**src/rtl/coax_rx_sequencer.sv**
```systemverilog
// Coax receive sequencer: hunts for a quiet-line preamble, then frames sync/data/parity
// bit groups into 10-bit words with a one-deep output buffer and sticky error reporting.
module coax_rx_sequencer #(
  parameter int unsigned QUIESCE_BITS = 5,
  parameter int unsigned MAX_WORDS    = 32
) (
  input  logic       clk,
  input  logic       reset_n,
  input  logic       enable,
  input  logic       bit_sample,
  input  logic       bit_value,
  input  logic       bit_synchronized,
  output logic       timer_reset,
  output logic       active,
  output logic [9:0] data,
  output logic       data_parity_error,
  output logic       data_valid,
  input  logic       data_ready,
  output logic       frame_end,
  output logic       error,
  output logic [1:0] error_code,
  input  logic       error_clear
);

  localparam int unsigned WORD_W = 10;
  localparam int unsigned ONES_W = $clog2(QUIESCE_BITS + 1);
  localparam int unsigned WCNT_W = $clog2(MAX_WORDS + 1);
  localparam int unsigned BCNT_W = 4;

  localparam logic [1:0] ERR_SYNC     = 2'd1;
  localparam logic [1:0] ERR_OVERRUN  = 2'd2;
  localparam logic [1:0] ERR_OVERFLOW = 2'd3;

  typedef enum logic [2:0] {
    S_DISABLED,
    S_HUNT,
    S_SYNC,
    S_DATA,
    S_PARITY,
    S_ERROR
  } state_t;

  state_t              state_q, state_d;
  logic [ONES_W-1:0]   ones_q, ones_d;
  logic [BCNT_W-1:0]   bit_cnt_q, bit_cnt_d;
  logic [WORD_W-1:0]   shift_q, shift_d;
  logic [WCNT_W-1:0]   word_cnt_q, word_cnt_d;
  logic [WORD_W-1:0]   data_q, data_d;
  logic                perr_q, perr_d;
  logic                valid_q, valid_d;
  logic                error_q, error_d;
  logic [1:0]          code_q, code_d;
  logic                frame_end_q, frame_end_d;
  logic                timer_reset_q, timer_reset_d;
  logic                active_q, active_d;
  logic                word_parity;

  // State and datapath registers
  always_ff @(posedge clk or negedge reset_n) begin
    if (!reset_n) begin
      state_q       <= S_DISABLED;
      ones_q        <= '0;
      bit_cnt_q     <= '0;
      shift_q       <= '0;
      word_cnt_q    <= '0;
      data_q        <= '0;
      perr_q        <= 1'b0;
      valid_q       <= 1'b0;
      error_q       <= 1'b0;
      code_q        <= '0;
      frame_end_q   <= 1'b0;
      timer_reset_q <= 1'b1;
      active_q      <= 1'b0;
    end else begin
      state_q       <= state_d;
      ones_q        <= ones_d;
      bit_cnt_q     <= bit_cnt_d;
      shift_q       <= shift_d;
      word_cnt_q    <= word_cnt_d;
      data_q        <= data_d;
      perr_q        <= perr_d;
      valid_q       <= valid_d;
      error_q       <= error_d;
      code_q        <= code_d;
      frame_end_q   <= frame_end_d;
      timer_reset_q <= timer_reset_d;
      active_q      <= active_d;
    end
  end

  // Next-state and next-output logic
  always_comb begin
    state_d     = state_q;
    ones_d      = ones_q;
    bit_cnt_d   = bit_cnt_q;
    shift_d     = shift_q;
    word_cnt_d  = word_cnt_q;
    data_d      = data_q;
    perr_d      = perr_q;
    valid_d     = valid_q;
    error_d     = error_q;
    code_d      = code_q;
    frame_end_d = 1'b0;
    word_parity = (^shift_q) ^ bit_value;

    // Consumer handshake; a word delivered this cycle overrides the clear below
    if (valid_q && data_ready) valid_d = 1'b0;

    case (state_q)
      S_DISABLED: begin
        if (enable) begin
          state_d = S_HUNT;
          ones_d  = '0;
        end
      end
      S_HUNT: begin
        if (bit_sample) begin
          if (bit_value) begin
            if (ones_q != ONES_W'(QUIESCE_BITS)) ones_d = ones_q + ONES_W'(1);
          end else if (ones_q == ONES_W'(QUIESCE_BITS)) begin
            state_d    = S_SYNC;
            word_cnt_d = '0;
          end else begin
            ones_d = '0;
          end
        end
      end
      S_SYNC, S_DATA, S_PARITY: begin
        if (!bit_synchronized) begin
          state_d = S_ERROR;
          error_d = 1'b1;
          code_d  = ERR_SYNC;
        end else if (bit_sample) begin
          if (state_q == S_SYNC) begin
            if (bit_value) begin
              state_d   = S_DATA;
              bit_cnt_d = '0;
            end else begin
              state_d     = S_HUNT;
              ones_d      = '0;
              frame_end_d = 1'b1;
            end
          end else if (state_q == S_DATA) begin
            shift_d   = {shift_q[WORD_W-2:0], bit_value};
            bit_cnt_d = bit_cnt_q + BCNT_W'(1);
            if (bit_cnt_q == BCNT_W'(WORD_W - 1)) state_d = S_PARITY;
          end else begin
            // Overrun outranks overflow when both apply
            if (valid_q && !data_ready) begin
              state_d = S_ERROR;
              error_d = 1'b1;
              code_d  = ERR_OVERRUN;
            end else if (word_cnt_q == WCNT_W'(MAX_WORDS)) begin
              state_d = S_ERROR;
              error_d = 1'b1;
              code_d  = ERR_OVERFLOW;
            end else begin
              state_d    = S_SYNC;
              data_d     = shift_q;
              perr_d     = word_parity;
              valid_d    = 1'b1;
              word_cnt_d = word_cnt_q + WCNT_W'(1);
            end
          end
        end
      end
      S_ERROR: begin
        if (error_clear) begin
          state_d = S_HUNT;
          ones_d  = '0;
          error_d = 1'b0;
          code_d  = '0;
        end
      end
      default: state_d = S_DISABLED;
    endcase

    // Disable overrides everything and returns the block to its reset image
    if (!enable) begin
      state_d     = S_DISABLED;
      ones_d      = '0;
      bit_cnt_d   = '0;
      shift_d     = '0;
      word_cnt_d  = '0;
      data_d      = '0;
      perr_d      = 1'b0;
      valid_d     = 1'b0;
      error_d     = 1'b0;
      code_d      = '0;
      frame_end_d = 1'b0;
    end

    timer_reset_d = (state_d == S_DISABLED) || (state_d == S_ERROR) || frame_end_d;
    active_d      = (state_d == S_SYNC) || (state_d == S_DATA) || (state_d == S_PARITY);
  end

  assign timer_reset       = timer_reset_q;
  assign active            = active_q;
  assign data              = data_q;
  assign data_parity_error = perr_q;
  assign data_valid        = valid_q;
  assign frame_end         = frame_end_q;
  assign error             = error_q;
  assign error_code        = code_q;

endmodule

```
**config.mk**
```make
export PLATFORM = sky130hd
export DESIGN_NAME = coax_rx_sequencer
export DESIGN_NICKNAME = d
export VERILOG_FILES = /design/src/rtl/coax_rx_sequencer.sv
export SDC_FILE = /design/constraint.sdc
export NUM_CORES = 1
export LEC_CHECK = 0
export CAP_MARGIN = 0
export CORE_MARGIN = 4
export CORE_UTILIZATION = 45
export CTS_CLUSTER_DIAMETER = 200
export DETAILED_ROUTE_END_ITERATION = 10
export PLACE_DENSITY = 0.66
export SKIP_CTS_REPAIR_TIMING = 1
export SKIP_LAST_GASP = 1
export SYNTH_ARGS = -nofsm -noshare
export SYNTH_HDL_FRONTEND = slang
export SYNTH_SLANG_ARGS = --single-unit
```
**constraint.sdc**
```tcl
create_clock -name clk -period 2.3 [get_ports clk]
set_input_delay 0.46 -clock clk [delete_from_list [all_inputs] [get_ports clk]]
set_output_delay 0.46 -clock clk [all_outputs]
set_load 0.1 [all_outputs]
```
## After elaboration in Yosys (flattened, before gate mapping)

Cells that the tools add are included.

- Add/subtract/negate cells: 3
- Eq/ne operators: 44
- Multiplexer cells: 98
- Bitwise gates (word level): 1
- Reduce and logical (&&, ||, !) cells: 17

Operators with widths:

| operator | count |
|---|---|
| two-way mux 10 bit | 14 |
| two-way mux 3 bit | 22 |
| two-way mux 6 bit | 10 |
| inequality test 3 bit (second input constant) | 14 |
| two-way mux 1 bit | 31 |
| two-way mux 4 bit | 7 |
| one-hot mux 3 bit (4 select lines) | 2 |
| inequality test 4 bit (second input constant) | 5 |
| two-way mux 2 bit | 9 |
| equality test 3 bit (second input constant) | 5 |
| equality test 3 x 2 -> 1 bit (second input constant) | 4 |
| one-hot mux 6 bit (2 select lines) | 1 |
| AND reduction 10 bit | 1 |
| AND reduction 5 bit | 2 |
| XOR reduction 10 bit | 1 |
| inequality test 3 x 1 -> 1 bit (second input constant) | 3 |
| AND reduction 9 bit | 1 |
| inequality test 2 x 1 -> 1 bit (second input constant) | 4 |
| inequality test 2 bit (second input constant) | 4 |
| AND reduction 7 bit | 1 |
| adder 6 x 1 -> 6 bit (second input constant) | 1 |
| equality test 6 bit (second input constant) | 1 |
| zero test 3 bit | 2 |
| AND reduction 6 bit | 1 |
| other kinds (13) | 17 |

- Bits in registers: 44
- Output and inout port bits: 18
- Word-level logic and storage cells: 176

## Longest topological paths before layout

- Word-level depth: 12
- Gate-level depth with buffers: 8
- Gate-level depth less buffers: 7

## Least setup slack after synthesis

OpenSTA, ideal clock, no wires.

- Path kind: reg2reg
- Start: register valid_q (netlist: data_valid)
- End: register error_q (netlist: error)
- Library setup time: 0.125 ns
- Data arrival time: 2.069 ns
- Path slack: 0.106 ns
- Cell stages (with the launch flop): 6
- Path buffers: 0
- Clock period less this slack: 2.194 ns
- Cell sequence: dfrtp_1 -> nor2b_1 -> o21ba_2 -> nor2_1 -> o31a_1 -> mux2_2

- Word-level cells in the longest chain between the ends: 8
- Elaborated cells on any way between the ends: 10
- Those cells by class: eq/ne (1); mux (7); reduce/logical (2)

Ends and longest elaborated chain:

| what | line | RTL |
|---|---|---|
| start, declared | 50 | `logic valid_q, valid_d;` |
| start signal, assigned | 82 | `valid_q <= valid_d;` |
| logical AND 1 bit * | 149 | `if (valid_q && !data_ready) begin` |
| two-way mux 1 bit | 149 |  |
| two-way mux 1 bit | 143 | `end else if (state_q == S_DATA) begin` |
| two-way mux 1 bit | 134 | `if (state_q == S_SYNC) begin` |
| two-way mux 1 bit | 133 | `end else if (bit_sample) begin` |
| two-way mux 1 bit | 129 | `if (!bit_synchronized) begin` |
| one-hot mux 1 bit (2 select lines) | 109 | `case (state_q)` |
| two-way mux 1 bit | 179 | `if (!enable) begin` |
| end signal, assigned | 83 | `error_q <= error_d;` |
| end, declared | 51 | `logic error_q, error_d;` |

Every way passes the cells marked *; elsewhere a longest branch is shown, timed or not. The select of a mux whose other input is x is not followed.
A chain may end at the register's enable or synchronous reset.

## Final worst setup path

- Start: register state_q[2]
- End: register word_cnt_q[3]

- Word-level cells in the longest chain between the ends: 4
- Elaborated cells on any way between the ends: 18
- Those cells by class: eq/ne (14); mux (2); reduce/logical (2)

Ends and longest elaborated chain:

| what | line | RTL |
|---|---|---|
| start, declared | 43 | `state_t state_q, state_d;` |
| start signal, assigned | 75 | `state_q <= state_d;` |
| equality test 3 x 2 -> 1 bit (tied with other cells) | 109, 134 |  |
| OR reduction 3 bit | 109 |  |
| inequality test 3 x 1 -> 1 bit (no source line) (tied with other cells) | -- |  |
| AND reduction 10 bit (no source line) or two-way mux 6 bit (tied branches) | -- |  |
| end signal, assigned | 79 | `word_cnt_q <= word_cnt_d;` |
| end, declared | 47 | `logic [WCNT_W-1:0] word_cnt_q, word_cnt_d;` |

Parallel ways exist; a longest one is shown, timed or not.

==> run summary <==
The flow ran to the end, and the final reports show no timing, DRC or antenna violations. The clock transition at the registers of the reported paths came out at 0.09 ns. After Yosys synthesis, XOR and XNOR cells account for 3.71% of the synthesized area.

The diode insertion count for antenna repair is 0, and the antenna violation net count after detailed routing is 0. For the part of the total power dissipated in sequential elements, the log shows 49.8%. Dividing the detail-routed via count by the number of cells gives 5.31.

Yosys attributes the largest share of cell area to dfrtp_1 (43%), mux2i_1 (5.2%), nand3_1 (4.0%). The via count came out at 1923. The tools report the number of top-level design ports as 26. At the end of the flow, the number of nets in the layout was 305.

The cell sitting at the root of the clock tree is a clkbuf_8. The run gives 6790 um2 as the floorplan die area. In the synthesized netlist, the number of instances is 255. For the CTS buffer count, the log shows 5. The number of global-route vias before repair is 1899, and the number of max-cap violations is 0. For the worst setup path, the data arrival time is 2.19 ns. The design draws 1.59 mW. Of the total synthesized cell area, the portion taken by full adders, half adders and majority gates is 3.01%. For the H-tree depth reported by CTS, the log shows 2. The synthesized netlist devotes 18.1% of its cell area to compound gates. For this run, the total global-route usage over all layers was measured as 17.3%.

Internal power comes to 1.19 mW. The tools report the part of the Yosys area used for sequential elements as 44.2%. The die is 82.4 um tall.

Of the cells placed in the final design, the portion with a size suffix greater than 1 is 23.3%. In this run the static leakage power is 1.33 nW. The tools report the element type at the critical path start as a flip-flop. For the number of antenna violations at the first check in global routing, the log shows 0. For the starting density of the core, the log shows 47.6%. For this design the total switching power over the nets is 397 uW. In this run, synthesis produced a sequential element count of 44. The run gives 0 as the final number of max-transition violations. The number of nets in the synthesized netlist is 269. Combinational logic burns 10.7% of the power.

The width of the die is 82.4 um, and the post-synthesis mux area share is 6.12%. VDD sags by at most 308 uV. Wire length after detailed routing: 5.12 mm. Largest family of logic cells by synthesized area: simple AND/OR/NAND/NOR gates.

Power spread over the standard cell area amounts to 533 nW/um2. Static timing analysis puts the maximum clock frequency at 503 MHz. For the DRC violations left, the log shows 0. The congestion estimate from routability-driven global placement came to 0.814. Most common library cell in the layout ignoring fill and taps: dfrtp_1.

The share of the synthesized area in the top cell type was 43.2%; the number of port buffers was 25. Of the total power, the share spent switching nets is 25.0%. The worst setup path is captured at a flip-flop. The part of the total power dissipated in the clock network came out at 39.4%. At the pin with the least slew margin, the transition time is 0.557 ns. The run gives 5240 um2 as the area of the placeable core. The logs give 9.04 mm for the global-route wire length before repair and 0 for the count of warnings emitted by yosys. The logs give 0 for the number of setup violations in the final report and 2490 um2 for the area of the mapped netlist.

The worst hold path belongs to the class in -> async. Measured against its own limit, the worst slew margin works out to 62.9%. The row count is 26, and the sum of negative setup slack is 0 ns. In this run the worst path has a maximum fanout of 15. The worst setup path is of the reg -> reg kind. The library cells used most frequently in the layout, excluding fill and tap cells, are dfrtp_1 (43), buf_4 (37), nor2_1 (24). The run gives 45 as the maximum number of pins on one net before global-route repair. Yosys mapped a number of flops with a built-in enable equal to 0. The synthesis-to-finish area growth is 19.7%, and the minimum clock period after layout is 1.99 ns. The dominant register cell in the synthesized netlist was dfrtp_1. At the later pin of the worst-skew pair, clock insertion delay measures 0.30 ns. Hold is met by 0.220 ns. The fraction of synthesis flops using an asynchronous set or reset pin is 100%. For the worst setup path, the data required time is 2.51 ns. For the number of iterations in the first detailed-routing pass, the log shows 4. TritonCTS built the clock tree.

Detailed placement ended at an HPWL of 3.62 mm. dfrtp_1 takes more of the synthesized area than any other cell. After synthesis, the netlist uses 55 different library cells. The hold violation count in the final report came out at 0. The period utilization is 86.4%.

Setup repair after global routing left no endpoint under its margin. The area share of and/or/nand/nor cells after synthesis is 19.2%, and the average detailed-routed wire length per instance is 14.2 um. CTS saw 44 sinks. Averaged over all synthesized cells, the footprint is 9.77 um2.

The number of design-rule violations left by the first detailed-router iteration is 95, and the setup skew after layout is 0.00700 ns. The clock passes through at most 2 buffers. The global route total overflow was 0.
routing by layer:
layer  up-vias  track usage [%]  part of all wire, %
met1       902             24.4                   50
met2        40             26.7                   44
li1        974                -                    -
met4         0             4.98                  1.3
met5         -                0                    0
met3         7             3.58                  4.2
flip-flops by register name (all words and copies together) (netlist names):
register and cells:
data 10, timer_reset 1, ones_q 3, bit_cnt_q 4, word_cnt_q 6, error_code 2
error 1, state_q 3, frame_end 1, data_valid 1, active 1, data_parity_error 1
shift_q 10
final cells by class:
cell class	count	area [um2]
Clock buffer	6	82.6
Clock inverter	2	38.8
Fill cell	462	2250
Inverter	16	60.1
Multi-Input combinational cell	179	1250
Sequential cell	44	1100
Tap cell	70	87.6
Timing Repair Buffer	45	363
power by group through the flow:
stage | clock (mW) | combinational [mW] | sequential (mW)
floorplan | 0 | 0.0629 | 0.853
global placement | 0 | 0.171 | 0.808
detailed placement | 0 | 0.171 | 0.809
CTS | 0.646 | 0.173 | 0.793
global route | 0.686 | 0.185 | 0.795
finish | 0.628 | 0.171 | 0.793
through the flow:
step / worst slack, ns / cell area (um2) / utilization (%) / cells
6_report: 0.313 / 2980 / 57.0 / 362
5_1_grt: 0.187 / 2980 / 57.0 / 362
4_1_cts: 0.311 / 2980 / 57.0 / 362
3_5_place_dp: 0.0829 / 2860 / 54.7 / 354
3_3_place_gp: 0.130 / 2860 / 54.7 / 354
2_1_floorplan: 0.106 / 2490 / - / 255
path summary, 6_finish.rpt:
check	startpoint	to	slack, ns	cells past startpoint
worst min register to register	word_cnt_q[5]$_DFFE_PN0P_	word_cnt_q[5]$_DFFE_PN0P_	0.51	1
min in group clk	word_cnt_q[5]$_DFFE_PN0P_	word_cnt_q[5]$_DFFE_PN0P_	0.51	1
worst min-delay path	reset_n	ones_q[1]$_DFFE_PN0P_	0.22	2
max in group asynchronous	reset_n	timer_reset$_DFF_PN1_	1.68	2
worst max-delay path	state_q[2]$_DFF_PN0_	word_cnt_q[3]$_DFFE_PN0P_	0.31	6
worst max register to register	state_q[2]$_DFF_PN0_	word_cnt_q[3]$_DFFE_PN0P_	0.31	6
logic make-up (layout without fill, tap and decap cells):
kind of cell    Yosys count  after routing
fa+ha+maj                 6              6
mux                      15             15
compound gates           59             59
simple gates             90             90
flops                    44             44
buf+inv                  32             69
xor+xnor                  9              9
synthesized netlist by cell type (2+ instances only):
cell type,instances
nor4_1,2
nand2_1,19
nand3_1,20
nor2b_1,2
mux2i_1,13
nand2b_1,4
dfrtp_1,43
o21ba_2,2
o31ai_2,5
clkbuf_1,9
a21oi_1,8
buf_2,4
nor2_1,24
buf_6,2
o21ai_0,15
ha_1,6
o31ai_1,4
nor3_1,2
nor3b_2,3
o211ai_1,4
xnor2_1,8
o22ai_1,3
o21ai_1,2
inv_1,16
a31oi_1,4
mux2_2,2
critical path, cell delays in order, from the launching register on:
cell and delay, ns:
dfrtp_1 0.62, nor3b_2 0.39, nand2_1 0.11, nor3b_2 0.18, or2_1 0.24, buf_4 0.16
o31ai_2 0.20
(Power assumes the default switching activity.)
==> variant 1, RTL diff (config.mk and constraints unchanged) <==
Compare `word_cnt_q` against `WCNT_W'(MAX_WORDS)` with >= in place of ==.
--- a/src/rtl/coax_rx_sequencer.sv
+++ b/src/rtl/coax_rx_sequencer.sv
@@ -150,7 +150,7 @@
               state_d = S_ERROR;
               error_d = 1'b1;
               code_d  = ERR_OVERRUN;
-            end else if (word_cnt_q == WCNT_W'(MAX_WORDS)) begin
+            end else if (word_cnt_q >= WCNT_W'(MAX_WORDS)) begin
               state_d = S_ERROR;
               error_d = 1'b1;
               code_d  = ERR_OVERFLOW;
Check against the original RTL: same outputs for any inputs over 10 cycles, from zero or initial values and one cycle with reset_n low; that may be too few to reach the edited logic, so the function may still have changed.
==> variant 1 against the original RTL <==
- wire length decreased by 5.0%
- setup slack got worse by 100 ps
- power increased by 5.0%
- sequential power increased by 2%
- sequential cell count unchanged
- hold slack improved by 8.1 ps
- die area decreased by 5.8%
- combinational power increased by 39%
- count of clock-buffer cells in the layout unchanged
- critical path depth unchanged
- synthesized area decreased by 6.4%
- cell area decreased by 4.4%
- core utilization increased by 1.5 points
- critical path type is now in -> reg
- largest power group unchanged
==> variant 1: results (changes against the original RTL) <==
- Run status: finished clean
- Largest family of logic cells by synthesized area: simple AND/OR/NAND/NOR gates
- H-tree Lvls: 2 (unchanged)
- # nets final: 279 (-8.5%)
- Reg2reg end: shift_q[6]
- Leak pwr: 1.349 nW (+1.1%)
- Multiplexer area fraction after synthesis: 10.94% (+4.8 points)
- Max VDD drop: 0.0004069 V (+32%)
- Netlist cell types: 47 (-15%)
- Final hold slack: 228.2 ps (+8.133 ps)
- Min cycle time layout: 2088 ps (+100.6 ps)
- Most used DFF post-synth: dfrtp_1
- Clock buffer depth: 2 (unchanged)
- Total CTS buffers: 5 (unchanged)
- Setup WS pre-CTS: -98.03 ps (-180.9 ps)
- Largest net degree at the start of global routing: 45 (unchanged)
- Placed instance area: 2731 µm² (-4.6%)
- Proportion of layout cells with a drive suffix above 1: 26.69% (+3.4 points)
- Syn nets: 236 (-12%)
- PortBufs: 25 (unchanged)
- Initial antenna violation count: 0 (unchanged)
- Detailed Place HPWL: 3502 µm (-3.3%)
- NetSw: 0.0004418 W (+11%)
- Layout fillers: 451 (-2.4%)
- DRT iter0 DRCs: 144 (+52%)
- Reg clk slew, reported paths: around 80 ps
- Total track usage: 17.11% (-0.15 points)
- Post-synth ARST share: 100.0% (unchanged)
- Largest fanout on the critical path: 10 (-5)
- Reg2Reg Depth: 5 (-1)
- Root Driver: clkbuf_8
- Number of global-route vias before repair: 1,728 (-9.0%)
- Final estimated routing congestion in global placement: 0.8794 (+8.0%)
- Ys Warns: 0 (unchanged)
- Crit path arrival time: 2280 ps (+90 ps)
- Clk_skew: 8.561 ps (+1.557 ps)
- Seq/Total Area, Yosys: 47.24% (+3.0 points)
- Global-route wire length before repair: 8487 µm (-6.1%)
- Pre-antenna DRT Iters: 4 (unchanged)
- DR vias: 1,760 (-8.5%)
- Xor/xnor share of the synthesized area: 4.879% (+1.2 points)
- Least-Margin Pin Slew: 554.2 ps (-2.310 ps)
- Worst hold path type: in -> async
- Syn_area_per_cell: 10.51 µm² (+7.5%)
- Yosys top cell area share: 46.11% (+2.9 points)
- Combinational power share: 14.2% (+3.5 points)
- Synth Area in Compound Gates: 11.37% (-6.7 points)
- Ranking of synthesized cells by area: dfrtp_1 46%, mux2_2 9.7%, xnor2_1 3.4%
- Critical R2R Launch: state_q[1]
- # diodes: 0 (unchanged)
- R2r setup slk: 240 ps (-70 ps)
- Worst skew pair latency: 300 ps (about the same)
- Count of non-filler cells in the finished layout: 333 (-8.0%)
- Adder-cell share of the synthesized area: 3.217% (+0.21 points)
- Post-Route WL: 4866 µm (-5.0%)
- Top cells by count, synth: 43 x dfrtp_1, 20 x mux2_2, 15 x nor2_1, 14 x inv_1, 13 x nand2_1
[variant 1: cell count changes after synthesis, moves of 4 or more]
cell	delta
nand2b_1	+4
nand2_1	-6
xor2_1	+4
mux2_2	+18
and2_1	+9
clkbuf_1	-5
nor2_1	-9
nand3_1	-17
mux2i_1	-10
o21ai_0	-9
o31ai_2	-5
[variant 1: final cells by class]
type,count,area (µm²),share of cell area (%)
Tap cell,67,83.83,2.939
Multi-Input combinational cell,156,1125,39.43
Timing Repair Buffer,44,367.9,12.89
Clock buffer,6,82.58,2.895
Clock inverter,2,38.79,1.360
Inverter,14,52.55,1.842
Sequential cell,44,1102,38.64
[variant 1: how the worst max path moves through the flow]
stage	startpoint	to	depth (start not counted)
3_3_place_gp	bit_sample	shift_q[9]	6
5_1_grt	bit_sample	active	7
3_5_place_dp	bit_sample	shift_q[2]	6
2_1_floorplan	bit_sample	shift_q[1]	7
6_report	bit_sample	shift_q[6]	6
4_1_cts	bit_sample	shift_q[6]	6
[variant 1: power by group through the flow]
stage | logic, W | registers [W] | clock network [W]
final | 0.000237 | 0.000805 | 0.000628
after detailed placement | 0.000239 | 0.000821 | 0
after global routing | 0.000257 | 0.000808 | 0.000680
after CTS | 0.000239 | 0.000805 | 0.000649
after global placement | 0.000238 | 0.000820 | 0
after floorplan | 0.0000772 | 0.000895 | 0
[variant 1: worst max-delay path, stage by stage]
cell and delay (ps):
clkdlybuf4s50_1 510, nand2_1 100, or3_4 340, or2_4 260, nand2_2 230, mux2_2 370
[variant 1: per-layer routing]
metal | global-route usage (%) | up-vias | share of wire, %
met5 | 0 | - | 0
met4 | 4.054 | 0 | 0.97
met3 | 4.176 | 4 | 5.8
met2 | 24.34 | 44 | 44
met1 | 25.97 | 852 | 49
li1 | - | 860 | -
==> variant 2, RTL diff (config.mk and constraints unchanged) <==
Made on the original files. `QUIESCE_BITS`: 5 -> 7.
--- a/src/rtl/coax_rx_sequencer.sv
+++ b/src/rtl/coax_rx_sequencer.sv
@@ -1,7 +1,7 @@
 // Coax receive sequencer: hunts for a quiet-line preamble, then frames sync/data/parity
 // bit groups into 10-bit words with a one-deep output buffer and sticky error reporting.
 module coax_rx_sequencer #(
-  parameter int unsigned QUIESCE_BITS = 5,
+  parameter int unsigned QUIESCE_BITS = 7,
   parameter int unsigned MAX_WORDS    = 32
 ) (
   input  logic       clk,
Behaviour: not the same (a bounded check fails within 10 cycles, from zero or initial values and one cycle with reset_n low).
==> variant 2 against the original RTL <==
- setup slack got worse by 41 ps
- wire length decreased by 1.4%
- synthesized area decreased by 4.1%
- cell area is 4.6% lower
- core utilization decreased by 1.6 points
- sequential cell count stayed put
- power grew 2.6%
- critical endpoint is now word_cnt_q[0]
- largest cell class unchanged
==> variant 2: results (changes against the original RTL) <==
- Ys Warns: 0 (unchanged)
- Largest fanout on the critical path: 10 (-5)
- Seq/Total Area, Yosys: 46.13% (+1.9 points)
- Syn nets: 268 (-0.37%)
- Routed length per instance: 14.15 µm (about the same)
- Worst skew pair latency: 300 ps (about the same)
- Number of global-route vias before repair: 1,775 (-6.5%)
- DRT iter0 DRCs: 230 (+140%)
- Layout fillers: 500 (+8.2%)
- R2r setup slk: 270 ps (-40 ps)
- Crit path arrival time: 2210 ps (+20 ps)
- CP top delay family: simple AND/OR/NAND/NOR gates
- Most used DFF post-synth: dfrtp_1
- Proportion of layout cells with a drive suffix above 1: 16.03% (-7.3 points)
- Detailed Place HPWL: 3552 µm (-1.9%)
- Reg2Reg Depth: 5 (-1)
- Leak pwr: 1.284 nW (-3.8%)
- Setup WS pre-CTS: 87.16 ps (+4.244 ps)
- Placed instance area: 2719 µm² (-5.0%)
- Max incr delay on CP: 520 ps (-100 ps)
- H-tree Lvls: 2 (unchanged)
- Run status: finished clean
- Root Driver: clkbuf_8
- Critical R2R Launch: state_q[2]
- Clk_skew: 7.589 ps (+0.5854 ps)
- Post-synth ARST share: 100.0% (unchanged)
- PortBufs: 25 (unchanged)
- Least-Margin Pin Slew: 549.7 ps (-6.857 ps)
- Pre-antenna DRT Iters: 5 (+1)
- Reg clk slew, reported paths: approximately 80 ps
- Reg2reg end: word_cnt_q[0]
- Max VDD drop: 0.0003260 V (+5.9%)
- Total track usage: 17.03% (-0.23 points)
- Ranking of synthesized cells by area: dfrtp_1 45%, mux2i_1 6.3%, o21ai_0 5.7%
- Netlist cell types: 47 (-15%)
- Global-route wire length before repair: 8625 µm (-4.6%)
- DR vias: 1,881 (-2.2%)
- Initial antenna violation count: 0 (unchanged)
- Final estimated routing congestion in global placement: 0.8792 (+8.0%)
- Top cells by count, synth: 43 x dfrtp_1, 27 x o21ai_0, 22 x nor2_1, 18 x inv_1, 16 x nand3_1
- # nets final: 301 (-1.3%)
- Total CTS buffers: 5 (unchanged)
-- variant 2: changes by cell type after synthesis, moves of 4 or more --
cell      change
o21ai_0      +12
nand2b_1      +7
o31ai_2       -5
nand2_1       -4
nand3_1       -4
o211ai_1      -4
-- variant 2: final cells by class --
cell class / count / area, µm² / area share, %
inverters: 19 / 71.32 / 2.504
clock inverters: 2 / 60.06 / 2.109
multi-input cells: 179 / 1160 / 40.73
clock buffers: 5 / 68.82 / 2.417
well taps: 70 / 87.58 / 3.076
flip-flops and latches: 44 / 1102 / 38.71
repair buffers: 38 / 297.8 / 10.46
-- variant 2: kinds of logic after synthesis --
| family | after synthesis | share of synthesized area [%] |
|---|---|---|
| AND/OR/NAND/NOR | 87 | 19.27 |
| AO/OA/AOI/OAI | 62 | 15.76 |
| flip-flops | 44 | 46.13 |
| buffers and inverters | 31 | 5.549 |
| multiplexers | 15 | 6.283 |
| XOR/XNOR | 9 | 3.874 |
| adder cells (fa/ha/maj) | 6 | 3.141 |
-- variant 2: how the worst max path moves through the flow --
stage | start | to | slack, ps | cells past startpoint
6_report | state_q[2] | word_cnt_q[0] | 270 | 5
5_1_grt | word_cnt_q[0] | timer_reset | 100 | 7
4_1_cts | ones_q[0] | word_cnt_q[5] | 280 | 7
3_5_place_dp | bit_value | word_cnt_q[5] | 90 | 6
3_3_place_gp | bit_value | word_cnt_q[5] | 80 | 6
2_1_floorplan | data_valid | data[0] | 170 | 6
-- variant 2: per-stage QoR --
step	power (W)	instances	hold slack [ps]
2_1_floorplan	0.0009008	254	164.4
3_3_place_gp	0.0009571	350	470.6
3_5_place_dp	0.0009574	350	478.0
4_1_cts	0.001653	357	245.3
5_1_grt	0.001709	357	272.6
6_report	0.001632	357	234.3
-- variant 2: power breakdown --
group	total (W)	switching (W)	internal [W]
Sequential	0.000803	0.0000163	0.000787
Clock	0.000690	0.000262	0.000428
Combinational	0.000139	0.0000808	0.0000580
-- variant 2: routing by layer --
layer | global-route usage, % | share of wire [%] | wire, µm | vias to the layer above
li1 | - | - | - | 951
met1 | 25.39 | 52 | 2603 | 859
met2 | 24.22 | 42 | 2096 | 62
met3 | 3.437 | 5.0 | 255 | 9
met4 | 6.419 | 1.9 | 95 | 0
met5 | 0 | 0 | 0 | -
-- variant 2: worst reg2reg max path, delay by kind of cell (launching register included) --
kind	cells	cell delay (ps)
compound gates	2	650
simple gates	2	670
flops	1	520
mux	1	80
